**src/rtl/hms_timer.sv**
```systemverilog
// Hours:minutes:seconds up/down timer clocked at 1 Hz, with preset load,
// optional auto-reload in countdown mode, and combinational BCD display output.
module hms_timer #(
    parameter int unsigned HOUR_MOD    = 24,
    parameter int unsigned AUTO_RELOAD = 0
) (
    input  logic        clk_1hz,
    input  logic        rst,
    input  logic        en_i,
    input  logic        mode_i,
    input  logic        load_i,
    input  logic        clr_i,
    input  logic [6:0]  preset_h_i,
    input  logic [5:0]  preset_m_i,
    input  logic [5:0]  preset_s_i,
    output logic [6:0]  hours_o,
    output logic [5:0]  mins_o,
    output logic [5:0]  secs_o,
    output logic [23:0] bcd_o,
    output logic        done_o,
    output logic        wrap_o,
    output logic        running_o
);

    localparam logic [6:0] HMax       = 7'(HOUR_MOD - 1);
    localparam logic [5:0] MsMax      = 6'd59;
    localparam bit         AutoReload = (AUTO_RELOAD != 0);

    typedef enum logic [1:0] {
        StIdle,
        StRun,
        StPause,
        StDone
    } state_e;

    state_e     state_q, state_d;
    logic [6:0] h_q, h_d;
    logic [5:0] m_q, m_d;
    logic [5:0] s_q, s_d;
    logic [6:0] ph_q, ph_d;
    logic [5:0] pm_q, pm_d;
    logic [5:0] ps_q, ps_d;
    logic       done_q, done_d;
    logic       wrap_q, wrap_d;

    logic [6:0] ld_h;
    logic [5:0] ld_m;
    logic [5:0] ld_s;
    logic [6:0] up_h, dn_h;
    logic [5:0] up_m, dn_m;
    logic [5:0] up_s, dn_s;
    logic       up_wrap;
    logic       is_zero;
    logic       dn_zero;

    // Out-of-range preset fields saturate rather than wrap.
    always_comb begin
        ld_h = (preset_h_i > HMax)  ? HMax  : preset_h_i;
        ld_m = (preset_m_i > MsMax) ? MsMax : preset_m_i;
        ld_s = (preset_s_i > MsMax) ? MsMax : preset_s_i;
    end

    always_comb begin
        up_h    = h_q;
        up_m    = m_q;
        up_s    = s_q + 6'd1;
        up_wrap = 1'b0;
        if (s_q >= MsMax) begin
            up_s = 6'd0;
            if (m_q >= MsMax) begin
                up_m = 6'd0;
                if (h_q >= HMax) begin
                    up_h    = 7'd0;
                    up_wrap = 1'b1;
                end else begin
                    up_h = h_q + 7'd1;
                end
            end else begin
                up_m = m_q + 6'd1;
            end
        end
    end

    // Only consumed when the value is non-zero, so the hour borrow never underflows.
    always_comb begin
        dn_h = h_q;
        dn_m = m_q;
        dn_s = s_q - 6'd1;
        if (s_q == 6'd0) begin
            dn_s = MsMax;
            if (m_q != 6'd0) begin
                dn_m = m_q - 6'd1;
            end else begin
                dn_m = MsMax;
                dn_h = h_q - 7'd1;
            end
        end
    end

    assign is_zero = (h_q == 7'd0) && (m_q == 6'd0) && (s_q == 6'd0);
    assign dn_zero = (dn_h == 7'd0) && (dn_m == 6'd0) && (dn_s == 6'd0);

    always_comb begin
        state_d = state_q;
        h_d     = h_q;
        m_d     = m_q;
        s_d     = s_q;
        ph_d    = ph_q;
        pm_d    = pm_q;
        ps_d    = ps_q;
        done_d  = 1'b0;
        wrap_d  = 1'b0;

        if (clr_i) begin
            state_d = StIdle;
            h_d     = 7'd0;
            m_d     = 6'd0;
            s_d     = 6'd0;
        end else if (load_i) begin
            h_d  = ld_h;
            m_d  = ld_m;
            s_d  = ld_s;
            ph_d = ld_h;
            pm_d = ld_m;
            ps_d = ld_s;
            if (state_q == StDone) begin
                state_d = StIdle;
            end
        end else begin
            unique case (state_q)
                StIdle: begin
                    if (en_i) state_d = StRun;
                end
                StRun: begin
                    if (!en_i) begin
                        state_d = StPause;
                    end else if (!mode_i) begin
                        h_d    = up_h;
                        m_d    = up_m;
                        s_d    = up_s;
                        wrap_d = up_wrap;
                    end else if (is_zero) begin
                        // Step due with nothing left to count.
                        if (AutoReload) begin
                            h_d = ph_q;
                            m_d = pm_q;
                            s_d = ps_q;
                        end else begin
                            state_d = StDone;
                            done_d  = 1'b1;
                        end
                    end else begin
                        h_d = dn_h;
                        m_d = dn_m;
                        s_d = dn_s;
                        if (dn_zero) begin
                            done_d = 1'b1;
                            if (!AutoReload) state_d = StDone;
                        end
                    end
                end
                StPause: begin
                    if (en_i) state_d = StRun;
                end
                StDone: begin
                    state_d = StDone;
                end
                default: begin
                    state_d = StIdle;
                end
            endcase
        end
    end

    always_ff @(posedge clk_1hz or negedge rst) begin
        if (!rst) begin
            state_q <= StIdle;
            h_q     <= 7'd0;
            m_q     <= 6'd0;
            s_q     <= 6'd0;
            ph_q    <= 7'd0;
            pm_q    <= 6'd0;
            ps_q    <= 6'd0;
            done_q  <= 1'b0;
            wrap_q  <= 1'b0;
        end else begin
            state_q <= state_d;
            h_q     <= h_d;
            m_q     <= m_d;
            s_q     <= s_d;
            ph_q    <= ph_d;
            pm_q    <= pm_d;
            ps_q    <= ps_d;
            done_q  <= done_d;
            wrap_q  <= wrap_d;
        end
    end

    function automatic logic [7:0] to_bcd(input logic [6:0] v);
        return {4'(v / 7'd10), 4'(v % 7'd10)};
    endfunction

    assign hours_o   = h_q;
    assign mins_o    = m_q;
    assign secs_o    = s_q;
    assign bcd_o     = {to_bcd(h_q), to_bcd({1'b0, m_q}), to_bcd({1'b0, s_q})};
    assign done_o    = done_q;
    assign wrap_o    = wrap_q;
    assign running_o = (state_q == StRun);

endmodule

```
**config.mk**
```make
export PLATFORM = sky130hd
export DESIGN_NAME = hms_timer
export DESIGN_NICKNAME = d
export VERILOG_FILES = /design/src/rtl/hms_timer.sv
export SDC_FILE = /design/constraint.sdc
export NUM_CORES = 1
export LEC_CHECK = 0
export ABC_AREA = 1
export BUFFER_PORTS_ARGS = -buffer_cell sky130_fd_sc_hd__buf_2
export CAP_MARGIN = 40
export CORE_UTILIZATION = 29
export DETAILED_ROUTE_END_ITERATION = 6
export PLACE_DENSITY_LB_ADDON = 0.25
export REMOVE_ABC_BUFFERS = 1
export SETUP_SLACK_MARGIN = 0.5
export SLEW_MARGIN = 20
export SYNTH_ARGS = -nofsm -noshare
export SYNTH_HDL_FRONTEND = slang
export SYNTH_SLANG_ARGS = --single-unit
export TNS_END_PERCENT = 30
```
**constraint.sdc**
```tcl
create_clock -name clk_1hz -period 2.43 [get_ports clk_1hz]
set_input_delay 0.486 -clock clk_1hz [delete_from_list [all_inputs] [get_ports clk_1hz]]
set_output_delay 0.486 -clock clk_1hz [all_outputs]
set_load 0.05 [all_outputs]
```
-- Word level (Yosys, flattened, before mapping)
Index checks and enable logic that the tools add are counted.
- magnitude comparators: 6
- div/mod/pow operators: 6
- eq/ne operators: 8
- add/subtract/negate cells: 6
- reductions and logical operators: 21
- muxes and demuxes: 56
- operators by type and width (cell ; number):
    6-bit two-way mux ; 20
    7-bit two-way mux ; 12
    6-bit logical NOT ; 4
    2-bit two-way mux ; 8
    1-bit two-way mux ; 15
    6-bit by 4-bit divider with 7-bit output (second input constant) ; 2
    7-bit logical NOT ; 2
    6-bit by 4-bit modulo with 7-bit output (second input constant) ; 2
    6-bit by 1-bit adder with 6-bit output (second input constant) ; 2
    6-bit >= comparator (second input constant) ; 2
    6-bit > comparator (second input constant) ; 2
    6-bit by 1-bit subtractor with 6-bit output (second input constant) ; 2
    4-bit AND reduction ; 2
    4-bit nonzero test ; 2
    7-bit by 1-bit adder with 7-bit output (second input constant) ; 1
    7-bit by 4-bit divider with 7-bit output (second input constant) ; 1
    7-bit by 5-bit >= comparator with 1-bit output (second input constant) ; 1
    7-bit by 5-bit > comparator with 1-bit output (second input constant) ; 1
    7-bit by 4-bit modulo with 7-bit output (second input constant) ; 1
    7-bit by 1-bit subtractor with 7-bit output (second input constant) ; 1
    6-bit by 4-bit inequality test with 1-bit output (second input constant) ; 1
    2-bit one-hot mux with 3 select lines ; 1
    3-bit nonzero test ; 2
    6-bit nonzero test ; 1
    other kinds (11) ; 15
- bits of input ports: 25
- word-level logic and storage cells: 109
- bits in registers: 23

-- Longest topological paths before layout
- word-level depth: 13
- depth in mapped cells: 20

-- Least setup slack after synthesis
OpenSTA, ideal clock, no wires.
- kind: flip-flop to output port
- from: register h_q[4] (netlist: hours_o[4])
- to: output bcd_o[19]
- stages on the path, launching flop included: 16
- data required time: 1944 ps
- setup slack: -1466 ps
- arrival time: 3410 ps
- buffers on the path: 0
- cells stage by stage: dfrtp_1 -> inv_2 -> nand3_2 -> nand2_1 -> inv_2 -> nand2_4 -> nand2_4 -> nand2_1 -> nand3_2 -> nand2_1 -> nand2_2 -> nand2_1 -> nand2_1 -> inv_1 -> ha_1 -> o21ai_0
- cells in the longest elaborated chain, start to end: 1
- RTL lines (item ; line ; RTL):
    start, declared ; 37 ; logic [6:0] h_q, h_d;
    start signal, assigned ; 178 ; h_q <= 7'd0;
    start signal, assigned ; 188 ; h_q <= h_d;
    7-bit by 4-bit modulo with 7-bit output ; 200 ; return {4'(v / 7'd10), 4'(v % 7'd10)};
    end, declared ; 19 ; output logic [23:0] bcd_o,
Every way passes these cells.

-- Final worst setup path
- from: register m_q[3] (netlist: mins_o[3])
- to: output bcd_o[10]
- cells in the longest elaborated chain, start to end: 1
- RTL lines (item ; line ; RTL):
    start, declared ; 38 ; logic [5:0] m_q, m_d;
    start signal, assigned ; 189 ; m_q <= m_d;
    6-bit by 4-bit modulo with 7-bit output ; 200 ;
Every way passes these cells.

==> impl_metrics.env <==
export IMPL_status="finished, violations left"
export IMPL_violations="negative setup slack"
export IMPL_internal_power_uw=1634
export IMPL_cts_tree="done"
export IMPL_io_buffers=68
export IMPL_arrival_ns=2.37
export IMPL_synth_most_common_cell="nand2_1"
export IMPL_routed_wl_um=10740
export IMPL_hold_class="in2async"
export IMPL_yosysTopAreaCellShare=0.1761
export IMPL_ios=71
export IMPL_netSwitchingPower_uw=2062
export IMPL_dp_hpwl_um=8258
export IMPL_ctsHoldBuffers=0
export IMPL_finalCriticalPeriod_ns=2.857
export IMPL_overflow=0
export IMPL_syn_to_final_growth_pct=41.04
export IMPL_netlist_top_cells_area="dfrtp_1 18%, nand2_1 16%, nand3_1 7.0%"
export IMPL_n_fill_cell=1115
export IMPL_drv_slew=0
export IMPL_syn_area_sq_um=3268
export IMPL_antenna_found_initial=0
export IMPL_ys_flop_type="dfrtp_1"
export IMPL_ys_seq_area_frac=0.1761
export IMPL_final_nets=707
export IMPL_yosys_top_cells_count="142 x nand2_1, 61 x inv_1, 47 x nor2_1"
export IMPL_postLayoutCellArea_sq_um=4609
export IMPL_drc=0
export IMPL_clockBufferDepth=2
export IMPL_finalSetupViolations=12
export IMPL_grt_usage=0.1844
export IMPL_yosysWarningCount=0
export IMPL_synth_top_area_cell="dfrtp_1"
export IMPL_synth_async_reset_ratio=1.000
export IMPL_ys_types=43
export IMPL_diodes=0
export IMPL_seq_power_share=0.132
export IMPL_htreeDepth=1
export IMPL_gp_congestion=0.8765
export IMPL_slew_headroom=0.6209
export IMPL_stdcell_count=805
export IMPL_rsz0062_at_grt="true"
export IMPL_crit_type="reg2out"
export IMPL_synth_avg_cell_area_sq_um=6.190
export IMPL_crit_path_top_delay_cell="dfrtp_2"
export IMPL_hold_violations=0
export IMPL_ant_nets=0
export IMPL_coreArea_sq_um=10890
export IMPL_p_per_area_nw_per_um2=801.9
export IMPL_fmax_mhz=350.1
export IMPL_crit_path_start_kind="flop"
export IMPL_ys_seq_elements=23
export IMPL_skew_ns=0.005294
export IMPL_worstMarginPinSlew_ns=0.5680
export IMPL_clk_pin_slew_ns=0.10
export IMPL_cellLeakagePower_uw=0.002408
export IMPL_fp_row_count=38
export IMPL_fin_util=0.4234
export IMPL_worst_path_max_fanout=5
export IMPL_cts_buffers=3
export IMPL_die_area_sq_um=11700
export IMPL_grt_pass1_vias=3744
export IMPL_drive_gt1_frac=0.3759
export IMPL_dp_cells=788
export IMPL_firstDrtPassIters=5
export IMPL_fin_crit_sh=1.176
export IMPL_clkPwrFrac=0.074
export IMPL_worst_setup_path_end_kind="output pin"
export IMPL_place_area_sq_um=4170
export IMPL_cp_cell_sequence="nor2_8, buf_4, inv_1, nor2_2, a21oi_4, nand2_1, inv_1, nor2_2, ha_2, inv_2, o211ai_1, nand3_2, nand2_1, nand2_1, buf_6"
export IMPL_netlist_instances=528
export IMPL_peakVddDrop_v=0.0006696
export IMPL_clock_root_buffer="clkbuf_8"
export IMPL_clock_latency_ns=0.28
export IMPL_grt_max_degree=24
export IMPL_max_stage_delay_ns=0.47
export IMPL_synth_edf_count=0
export IMPL_grt_pass1_wl_um=17500
export IMPL_crit_required_ns=1.94
export IMPL_dieWidth_um=108.2
export IMPL_p_comb_frac=0.794
export IMPL_cpMostUsedCell="nand2_1"
export IMPL_die_y_um=108.2
export IMPL_start_util=0.3002
export IMPL_finalWorstSetupSlack_ns=-0.4266
export IMPL_drv_cap=0
export IMPL_clock_sinks=23
export IMPL_drt_iter0_markers=238
export IMPL_wl_per_cell_um=13.34
export IMPL_switching_share=0.5579
export IMPL_holdWs_ns=0.1818
export IMPL_viasPerCell=4.860
export IMPL_vias=3912
## flip-flops by register name, summed over array words and instances, names as in the netlist
register	cells
done_o	1
hours_o	7
mins_o	6
secs_o	6
state_q	2
wrap_o	1
## worst paths after layout
kind | cells after the start | slack, ns | from | end
setup / recovery | 15 | -0.43 | mins_o[3] | bcd_o[10]
hold / removal | 1 | 0.18 | rst | wrap_o
setup reg to reg | 12 | 0.15 | secs_o[3] | secs_o[3]
hold reg to reg | 2 | 0.52 | state_q[0] | state_q[0]
max in group asynchronous | 1 | 1.85 | rst | secs_o[3]
min in group clk_1hz | 4 | 0.49 | clr_i | hours_o[0]
## worst max-delay path, delay by kind of cell, from the launching register on
kind	cells	cell delay, ns
simple gates	7	0.78
fa+ha+maj	1	0.20
flops	1	0.47
buf+inv	5	0.43
compound gates	2	0.22
## stage by stage
| stage | setup slack [ns] | setup TNS [ns] | power (uW) |
|---|---|---|---|
| 2_1_floorplan | -1.474 | -19.55 | 2200 |
| 3_3_place_gp | -0.2148 | -1.398 | 2936 |
| 3_5_place_dp | -0.3087 | -2.299 | 2958 |
| 4_1_cts | -0.4099 | -4.363 | 3522 |
| 5_1_grt | -0.6134 | -6.769 | 3947 |
| 6_report | -0.4266 | -4.737 | 3696 |
## layer usage
layer  share of wire  up-vias  GRT usage
met5               0        -          0
met1            0.48     1799     0.2526
li1                -     2007          -
met2            0.48      102     0.3162
met3           0.043        4    0.01326
met4          0.0029        0    0.03620
## repair_timing
| action | in CTS | in global routing |
|---|---|---|
| pin swaps | 30 | 16 |
| gates resized for setup | 64 | 28 |
| setup buffers | 8 | 5 |
| setup endpoints to repair | 38 | 38 |
| endpoints found under the hold margin | 0 | 0 |
## cells by family (layout without fill, tap and decap cells)
kind of cell,after synthesis,in the layout,share of synthesized area
and+or+nand+nor,297,297,0.4376
buffers and inverters,92,228,0.1298
AOI/OAI and AO/OA,90,90,0.1677
DFF,23,23,0.1761
adders and majority gates,16,16,0.06126
xor gates and xnor gates,9,9,0.02642
other,1,2,0.001147
## power groups by stage
stage	Sequential [uW]	Combinational, uW	Clock (uW)
after CTS	487	2770	269
final	488	2940	272
after global routing	496	3170	285
after detailed placement	490	2470	0
after floorplan	718	1480	0
after global placement	488	2450	0
## cell usage in the layout, fill, tap and decap left out, types with 3 or more instances in the layout
| cell | count |
|---|---|
| a21oi_1 | 16 |
| a22oi_1 | 5 |
| buf_2 | 54 |
| buf_4 | 85 |
| buf_6 | 9 |
| buf_8 | 5 |
| clkbuf_8 | 3 |
| dfrtp_1 | 18 |
| dfrtp_2 | 5 |
| ha_1 | 13 |
| inv_1 | 55 |
| inv_2 | 14 |
| nand2_1 | 124 |
| nand2_2 | 22 |
| nand2_4 | 5 |
| nand3_1 | 44 |
| nand3_2 | 7 |
| nand3_4 | 5 |
| nand4_1 | 16 |
| nor2_1 | 43 |
| nor2_2 | 7 |
| nor2_4 | 10 |
| nor3_1 | 5 |
| o211ai_1 | 3 |
| o21ai_0 | 38 |
| o21ai_1 | 10 |
| xor2_1 | 8 |
## layout make-up
| type | count | area, sq um | area share |
|---|---|---|---|
| inverter | 71 | 271.5 | 0.05890 |
| multi-input combinational | 414 | 2451 | 0.5318 |
| clock buffer | 4 | 45.04 | 0.009772 |
| tap | 140 | 175.2 | 0.03800 |
| sequential | 23 | 581.8 | 0.1262 |
| timing repair buffer | 153 | 1085 | 0.2353 |
Power figures use the tool's default switching activity.
